File: config.mk
export PLATFORM = sky130hd
export DESIGN_NAME = pixel_render_scheduler
export DESIGN_NICKNAME = d
export VERILOG_FILES = /design/src/rtl/pixel_render_scheduler.sv
export SDC_FILE = /design/constraint.sdc
export NUM_CORES = 1
export LEC_CHECK = 0
export CAP_MARGIN = 10
export CELL_PAD_IN_SITES_DETAIL_PLACEMENT = 0
export CELL_PAD_IN_SITES_GLOBAL_PLACEMENT = 2
export CORE_ASPECT_RATIO = 1.2
export CORE_MARGIN = 10
export CORE_UTILIZATION = 39
export CTS_CLUSTER_DIAMETER = 80
export DETAILED_ROUTE_END_ITERATION = 10
export DONT_BUFFER_PORTS = 1
export PLACE_DENSITY = 0.78
export REMOVE_ABC_BUFFERS = 1
export SLEW_MARGIN = 20
export SYNTH_ARGS = -nofsm -noshare
export SYNTH_HDL_FRONTEND = slang
export SYNTH_SLANG_ARGS = --single-unit
File: constraint.sdc
create_clock -name clk_in -period 2.2 [get_ports clk_in]
set_input_delay 0.22 -clock clk_in [delete_from_list [all_inputs] [get_ports clk_in]]
set_output_delay 0.22 -clock clk_in [all_outputs]
set_load 0.01 [all_outputs]
File: src/rtl/pixel_render_scheduler.sv
// Pixel render scheduler: walks one frame in row-major order, issues each pixel to the
// intersection engine, and waits for the engine to echo that pixel back before moving on.
module pixel_render_scheduler #(
   parameter int H_PIXELS = 1024,
   parameter int V_PIXELS = 768,
   parameter int TIMEOUT  = 63
) (
   input  logic        clk_in,
   input  logic        rst_in,
   input  logic        frame_start_in,
   input  logic [17:0] curr_time_in,
   input  logic        out_ready_in,
   input  logic        eng_valid_in,
   input  logic [10:0] eng_x_in,
   input  logic [9:0]  eng_y_in,
   output logic [10:0] pix_x_out,
   output logic [9:0]  pix_y_out,
   output logic        pix_valid_out,
   output logic [17:0] frame_time_out,
   output logic        snapshot_latch_out,
   output logic        result_accept_out,
   output logic        busy_out,
   output logic        frame_done_out,
   output logic        timeout_err_out,
   output logic        overrun_err_out,
   output logic [7:0]  stale_cnt_out
);

   localparam int CNT_W = $clog2(TIMEOUT + 1);

   localparam logic [2:0] S_IDLE    = 3'd0;
   localparam logic [2:0] S_LATCH   = 3'd1;
   localparam logic [2:0] S_ISSUE   = 3'd2;
   localparam logic [2:0] S_WAIT    = 3'd3;
   localparam logic [2:0] S_ADVANCE = 3'd4;
   localparam logic [2:0] S_DONE    = 3'd5;

   localparam logic [10:0]      X_LAST   = 11'(H_PIXELS - 1);
   localparam logic [9:0]       Y_LAST   = 10'(V_PIXELS - 1);
   localparam logic [CNT_W-1:0] CNT_LAST = CNT_W'(TIMEOUT - 1);
   localparam logic [CNT_W-1:0] CNT_ONE  = CNT_W'(1);

   function automatic logic [7:0] sat_inc8(input logic [7:0] v);
      if (v == 8'hFF) begin
         return v;
      end else begin
         return v + 8'd1;
      end
   endfunction

   logic [2:0]       state_q, state_d;
   logic [10:0]      x_q, x_d;
   logic [9:0]       y_q, y_d;
   logic [CNT_W-1:0] cnt_q, cnt_d;
   logic [17:0]      frame_time_q, frame_time_d;
   logic [7:0]       stale_cnt_q, stale_cnt_d;
   logic             pix_valid_q, pix_valid_d;
   logic             snap_q, snap_d;
   logic             accept_q, accept_d;
   logic             busy_q, busy_d;
   logic             done_q, done_d;
   logic             timeout_err_q, timeout_err_d;
   logic             overrun_err_q, overrun_err_d;
   logic             eng_match_s;
   logic             last_pixel_s;

   assign eng_match_s  = eng_valid_in && (eng_x_in == x_q) && (eng_y_in == y_q);
   assign last_pixel_s = (x_q == X_LAST) && (y_q == Y_LAST);

   // Next-state and next-output computation for the frame sequencer.
   always_comb begin
      state_d       = state_q;
      x_d           = x_q;
      y_d           = y_q;
      cnt_d         = cnt_q;
      frame_time_d  = frame_time_q;
      stale_cnt_d   = stale_cnt_q;
      pix_valid_d   = 1'b0;
      snap_d        = 1'b0;
      accept_d      = 1'b0;
      done_d        = 1'b0;
      timeout_err_d = timeout_err_q;

      // A start request outside IDLE is dropped but remembered as an overrun.
      if (frame_start_in && (state_q != S_IDLE)) begin
         overrun_err_d = 1'b1;
      end else begin
         overrun_err_d = overrun_err_q;
      end

      case (state_q)
         S_IDLE: begin
            if (frame_start_in) begin
               frame_time_d = curr_time_in;
               x_d          = 11'd0;
               y_d          = 10'd0;
               snap_d       = 1'b1;
               state_d      = S_LATCH;
            end else begin
               state_d = S_IDLE;
            end
         end
         S_LATCH: begin
            state_d = S_ISSUE;
         end
         S_ISSUE: begin
            if (out_ready_in) begin
               pix_valid_d = 1'b1;
               cnt_d       = {CNT_W{1'b0}};
               state_d     = S_WAIT;
            end else begin
               state_d = S_ISSUE;
            end
         end
         S_WAIT: begin
            cnt_d = cnt_q + CNT_ONE;
            if (eng_valid_in && !eng_match_s) begin
               stale_cnt_d = sat_inc8(stale_cnt_q);
            end else begin
               stale_cnt_d = stale_cnt_q;
            end
            // A matching result on the final wait cycle still counts as accepted.
            if (eng_match_s) begin
               accept_d = 1'b1;
               state_d  = S_ADVANCE;
            end else if (cnt_q == CNT_LAST) begin
               timeout_err_d = 1'b1;
               state_d       = S_ADVANCE;
            end else begin
               state_d = S_WAIT;
            end
         end
         S_ADVANCE: begin
            if (x_q < X_LAST) begin
               x_d = x_q + 11'd1;
            end else begin
               x_d = 11'd0;
               y_d = y_q + 10'd1;
            end
            if (last_pixel_s) begin
               done_d  = 1'b1;
               state_d = S_DONE;
            end else begin
               state_d = S_ISSUE;
            end
         end
         S_DONE: begin
            state_d = S_IDLE;
         end
         default: begin
            state_d = S_IDLE;
         end
      endcase

      busy_d = (state_d != S_IDLE);
   end

   // State, pixel position, counters and registered outputs.
   always_ff @(posedge clk_in or negedge rst_in) begin
      if (!rst_in) begin
         state_q       <= S_IDLE;
         x_q           <= 11'd0;
         y_q           <= 10'd0;
         cnt_q         <= {CNT_W{1'b0}};
         frame_time_q  <= 18'd0;
         stale_cnt_q   <= 8'd0;
         pix_valid_q   <= 1'b0;
         snap_q        <= 1'b0;
         accept_q      <= 1'b0;
         busy_q        <= 1'b0;
         done_q        <= 1'b0;
         timeout_err_q <= 1'b0;
         overrun_err_q <= 1'b0;
      end else begin
         state_q       <= state_d;
         x_q           <= x_d;
         y_q           <= y_d;
         cnt_q         <= cnt_d;
         frame_time_q  <= frame_time_d;
         stale_cnt_q   <= stale_cnt_d;
         pix_valid_q   <= pix_valid_d;
         snap_q        <= snap_d;
         accept_q      <= accept_d;
         busy_q        <= busy_d;
         done_q        <= done_d;
         timeout_err_q <= timeout_err_d;
         overrun_err_q <= overrun_err_d;
      end
   end

   assign pix_x_out          = x_q;
   assign pix_y_out          = y_q;
   assign pix_valid_out      = pix_valid_q;
   assign frame_time_out     = frame_time_q;
   assign snapshot_latch_out = snap_q;
   assign result_accept_out  = accept_q;
   assign busy_out           = busy_q;
   assign frame_done_out     = done_q;
   assign timeout_err_out    = timeout_err_q;
   assign overrun_err_out    = overrun_err_q;
   assign stale_cnt_out      = stale_cnt_q;

endmodule

==> results_dict.tcl <==
set metrics [dict create \
    status "finished, final reports clean" \
    insertion_delay_ns 0.35 \
    synth-seq-cells 63 \
    worstPathRequired_ns 2.44 \
    area_delta_synth_final_pct 17.69 \
    synth_cell_types 50 \
    cts_tree "done" \
    crit_fanout 4 \
    layout_common_cells "63 x dfrtp_1, 29 x xnor2_1, 27 x buf_4, 24 x nand2_1" \
    timing.fmax_mhz 489.5 \
    wl_per_cell_um 19.11 \
    p_per_area_mw_per_mm2 809.2 \
    fp.dieH_um 119.0 \
    htree_levels 3 \
    rsz0062_at_grt "no" \
    hold_viol 0 \
    leakage_nw 1.686 \
    post-route-cell-area_sq_mm 0.003746 \
    overflow 0 \
    grt_pass1_wl_um 12660 \
    grt_max_degree 64 \
    postCtsSetupBuffers 0 \
    ys_warn_count 0 \
    num_rows 36 \
    utilization_pct 46.46 \
    min_period_ns 2.043 \
    stdcell_count 425 \
    syn_inst 292 \
    slowest_stage "dfrtp_1" \
    timing.final.ws_setup_ns 0.1571 \
    path_cells "xnor2_2, nand4_1, nor4_4, nand4_1, nand3_1, mux2_2" \
    setup_viol 0 \
    remaining_drc_errors 0 \
    antenna_found_initial 0 \
    synth_ff_type "dfrtp_1" \
    slowest_delay_ns 0.42 \
    placed_area_sq_mm 0.003405 \
    routabilityCongestion 0.7842 \
    maxCapViolCount 0 \
    cp.arrival_ns 2.28 \
    finClkSkew_ns 0.009743 \
    clock_sinks 63 \
    async_reset_ff_share_pct 100.0 \
    die_w_um 102.5 \
    numCtsBuffers 9 \
    critPathKind "register to register" \
    final_common_cell "dfrtp_1" \
    ys_seq_area_share_pct 49.53 \
    synth-edff-count 0 \
    drtPass1Iterations 4 \
    drt_iter0_drc 121 \
    fin_crit_sh_pct 92.86 \
    hold_path_class "input pin to register" \
    netlist_area_sq_mm 0.003183 \
    power.total_mw 3.031 \
    end_kind "register" \
    numPortBuffers 0 \
    final_nets 374 \
    critPathLaunchType "register" \
    dieArea_sq_mm 0.01219 \
    diodes 0 \
    layout-drive-gt1-share_pct 24.24 \
    tns_ns 0 \
    io_pins 98 \
    cts-root-buf "clkbuf_8" \
    avgViaCountPerCell 5.353 \
    peakVddDrop_mv 0.5034 \
    routed_wl_um 8121 \
    cpMostUsedCell "nand4_1" \
    drtAntennaViolNets 0 \
    grt_usage_pct 13.56 \
    clock_path_buffers 2 \
    dp_hpwl_um 6099 \
    path_clk_slew_ns 0.07 \
    worst_slew_pin_slew_ns 0.7299 \
    via_count 2275 \
    dp.cells 401 \
    holdWs_ns 0.02263 \
    post_synth.cell_area_avg_sq_um 10.90 \
    core_region_area_sq_mm 0.008063 \
    grt_pass1_vias 2294 \
    start_util_pct 39.48 \
    drv_slew 0 \
    slew_headroom_pct 50.82 \
    dp_slack_ns -0.1055 \
]
==> layout make-up <==
| class | count | area [sq um] |
|---|---|---|
| Fill cell | 770 | 4317 |
| Sequential cell | 63 | 1577 |
| Multi-Input combinational cell | 210 | 1506 |
| Timing Repair Buffer | 35 | 300.3 |
| Clock buffer | 10 | 137.6 |
| Tap cell | 95 | 118.9 |
| Clock inverter | 6 | 83.83 |
| Inverter | 6 | 22.52 |
==> path summary, 6_finish.rpt <==
path	slack, ns	start	depth (start not counted)	endpoint
max	0.16	pix_x_out[1]$_DFFE_PN0P_	6	stale_cnt_out[1]$_DFFE_PN0P_
max in group asynchronous	1.50	rst_in	2	frame_time_out[7]$_DFFE_PN0P_
min	0.02	curr_time_in[5]	1	frame_time_out[5]$_DFFE_PN0P_
min reg2reg	0.50	cnt_q[5]$_DFFE_PN0P_	1	cnt_q[5]$_DFFE_PN0P_
max reg2reg	0.16	pix_x_out[1]$_DFFE_PN0P_	6	stale_cnt_out[1]$_DFFE_PN0P_
min in group asynchronous	0.45	rst_in	2	pix_x_out[8]$_DFFE_PN0P_
==> registers in the layout (all words and copies together) (netlist names) <==
signal,cells
busy_out,1
frame_done_out,1
snapshot_latch_out,1
frame_time_out,18
overrun_err_out,1
timeout_err_out,1
stale_cnt_out,8
pix_y_out,10
state_q,3
pix_x_out,11
pix_valid_out,1
result_accept_out,1
cnt_q,6
==> repair_timing <==
item                                    in CTS  in global routing
endpoints found under the hold margin       65                  4
gates resized for setup                      2                  1
pin swaps                                    0                  1
endpoints found under the setup margin      10                  2
cloned                                       0                  0
hold buffers                                 4                  4
==> metal layers <==
layer / up-vias / wire, um / track usage (%)
li1: 1104 / - / -
met1: 1087 / 3228 / 15.25
met2: 76 / 3930 / 21.41
met3: 8 / 858 / 6.131
met4: 0 / 103 / 6.095
met5: - / 0 / 0
==> where the power goes <==
group / switching (mW) / total, mW / internal [mW]
Combinational: 0.192 / 0.384 / 0.192
Sequential: 0.209 / 1.52 / 1.31
Clock: 0.466 / 1.13 / 0.664
==> critical path, delay by kind of cell, from the launching register on <==
family / cells / cell delay [ns]
flip-flops: 1 / 0.42
multiplexers: 1 / 0.34
XOR/XNOR: 1 / 0.20
AND/OR/NAND/NOR: 4 / 0.97
==> cells by family (layout without fill, tap and decap cells) <==
family          Yosys count  in the layout  synth area share, %
simple gates            106            106                18.44
fa+ha+maj                 5              5                1.965
flops                    63             63                49.53
compound gates           42             42                8.766
xor+xnor                 36             36                9.906
buf+inv                  19             57                4.009
mux                      21             21                7.390
==> synthesized netlist by cell type, types with 2 or more instances <==
| master | number | area (sq um) |
|---|---|---|
| dfrtp_1 | 63 | 1577 |
| xor2_1 | 6 | 52.55 |
| nand3_1 | 11 | 55.05 |
| nor4_1 | 3 | 18.77 |
| nor3_1 | 9 | 45.04 |
| nand4_1 | 11 | 68.82 |
| a21o_1 | 5 | 37.54 |
| inv_1 | 6 | 22.52 |
| buf_4 | 2 | 15.01 |
| a21oi_2 | 2 | 17.52 |
| mux2_2 | 20 | 225.2 |
| buf_2 | 6 | 30.03 |
| ha_1 | 5 | 62.56 |
| and4_1 | 2 | 17.52 |
| nor2_1 | 20 | 75.07 |
| nor3b_1 | 4 | 30.03 |
| o211ai_1 | 2 | 15.01 |
| o21ai_0 | 17 | 85.08 |
| and3_1 | 7 | 43.79 |
| and2_1 | 2 | 12.51 |
| and3_2 | 2 | 15.01 |
| a22o_1 | 2 | 17.52 |
| buf_6 | 2 | 22.52 |
| a21oi_1 | 3 | 15.01 |
| o31ai_1 | 3 | 22.52 |
| nand2_1 | 24 | 90.09 |
| xnor2_1 | 30 | 262.8 |
Note: power is estimated with default switching activity, not from simulation.
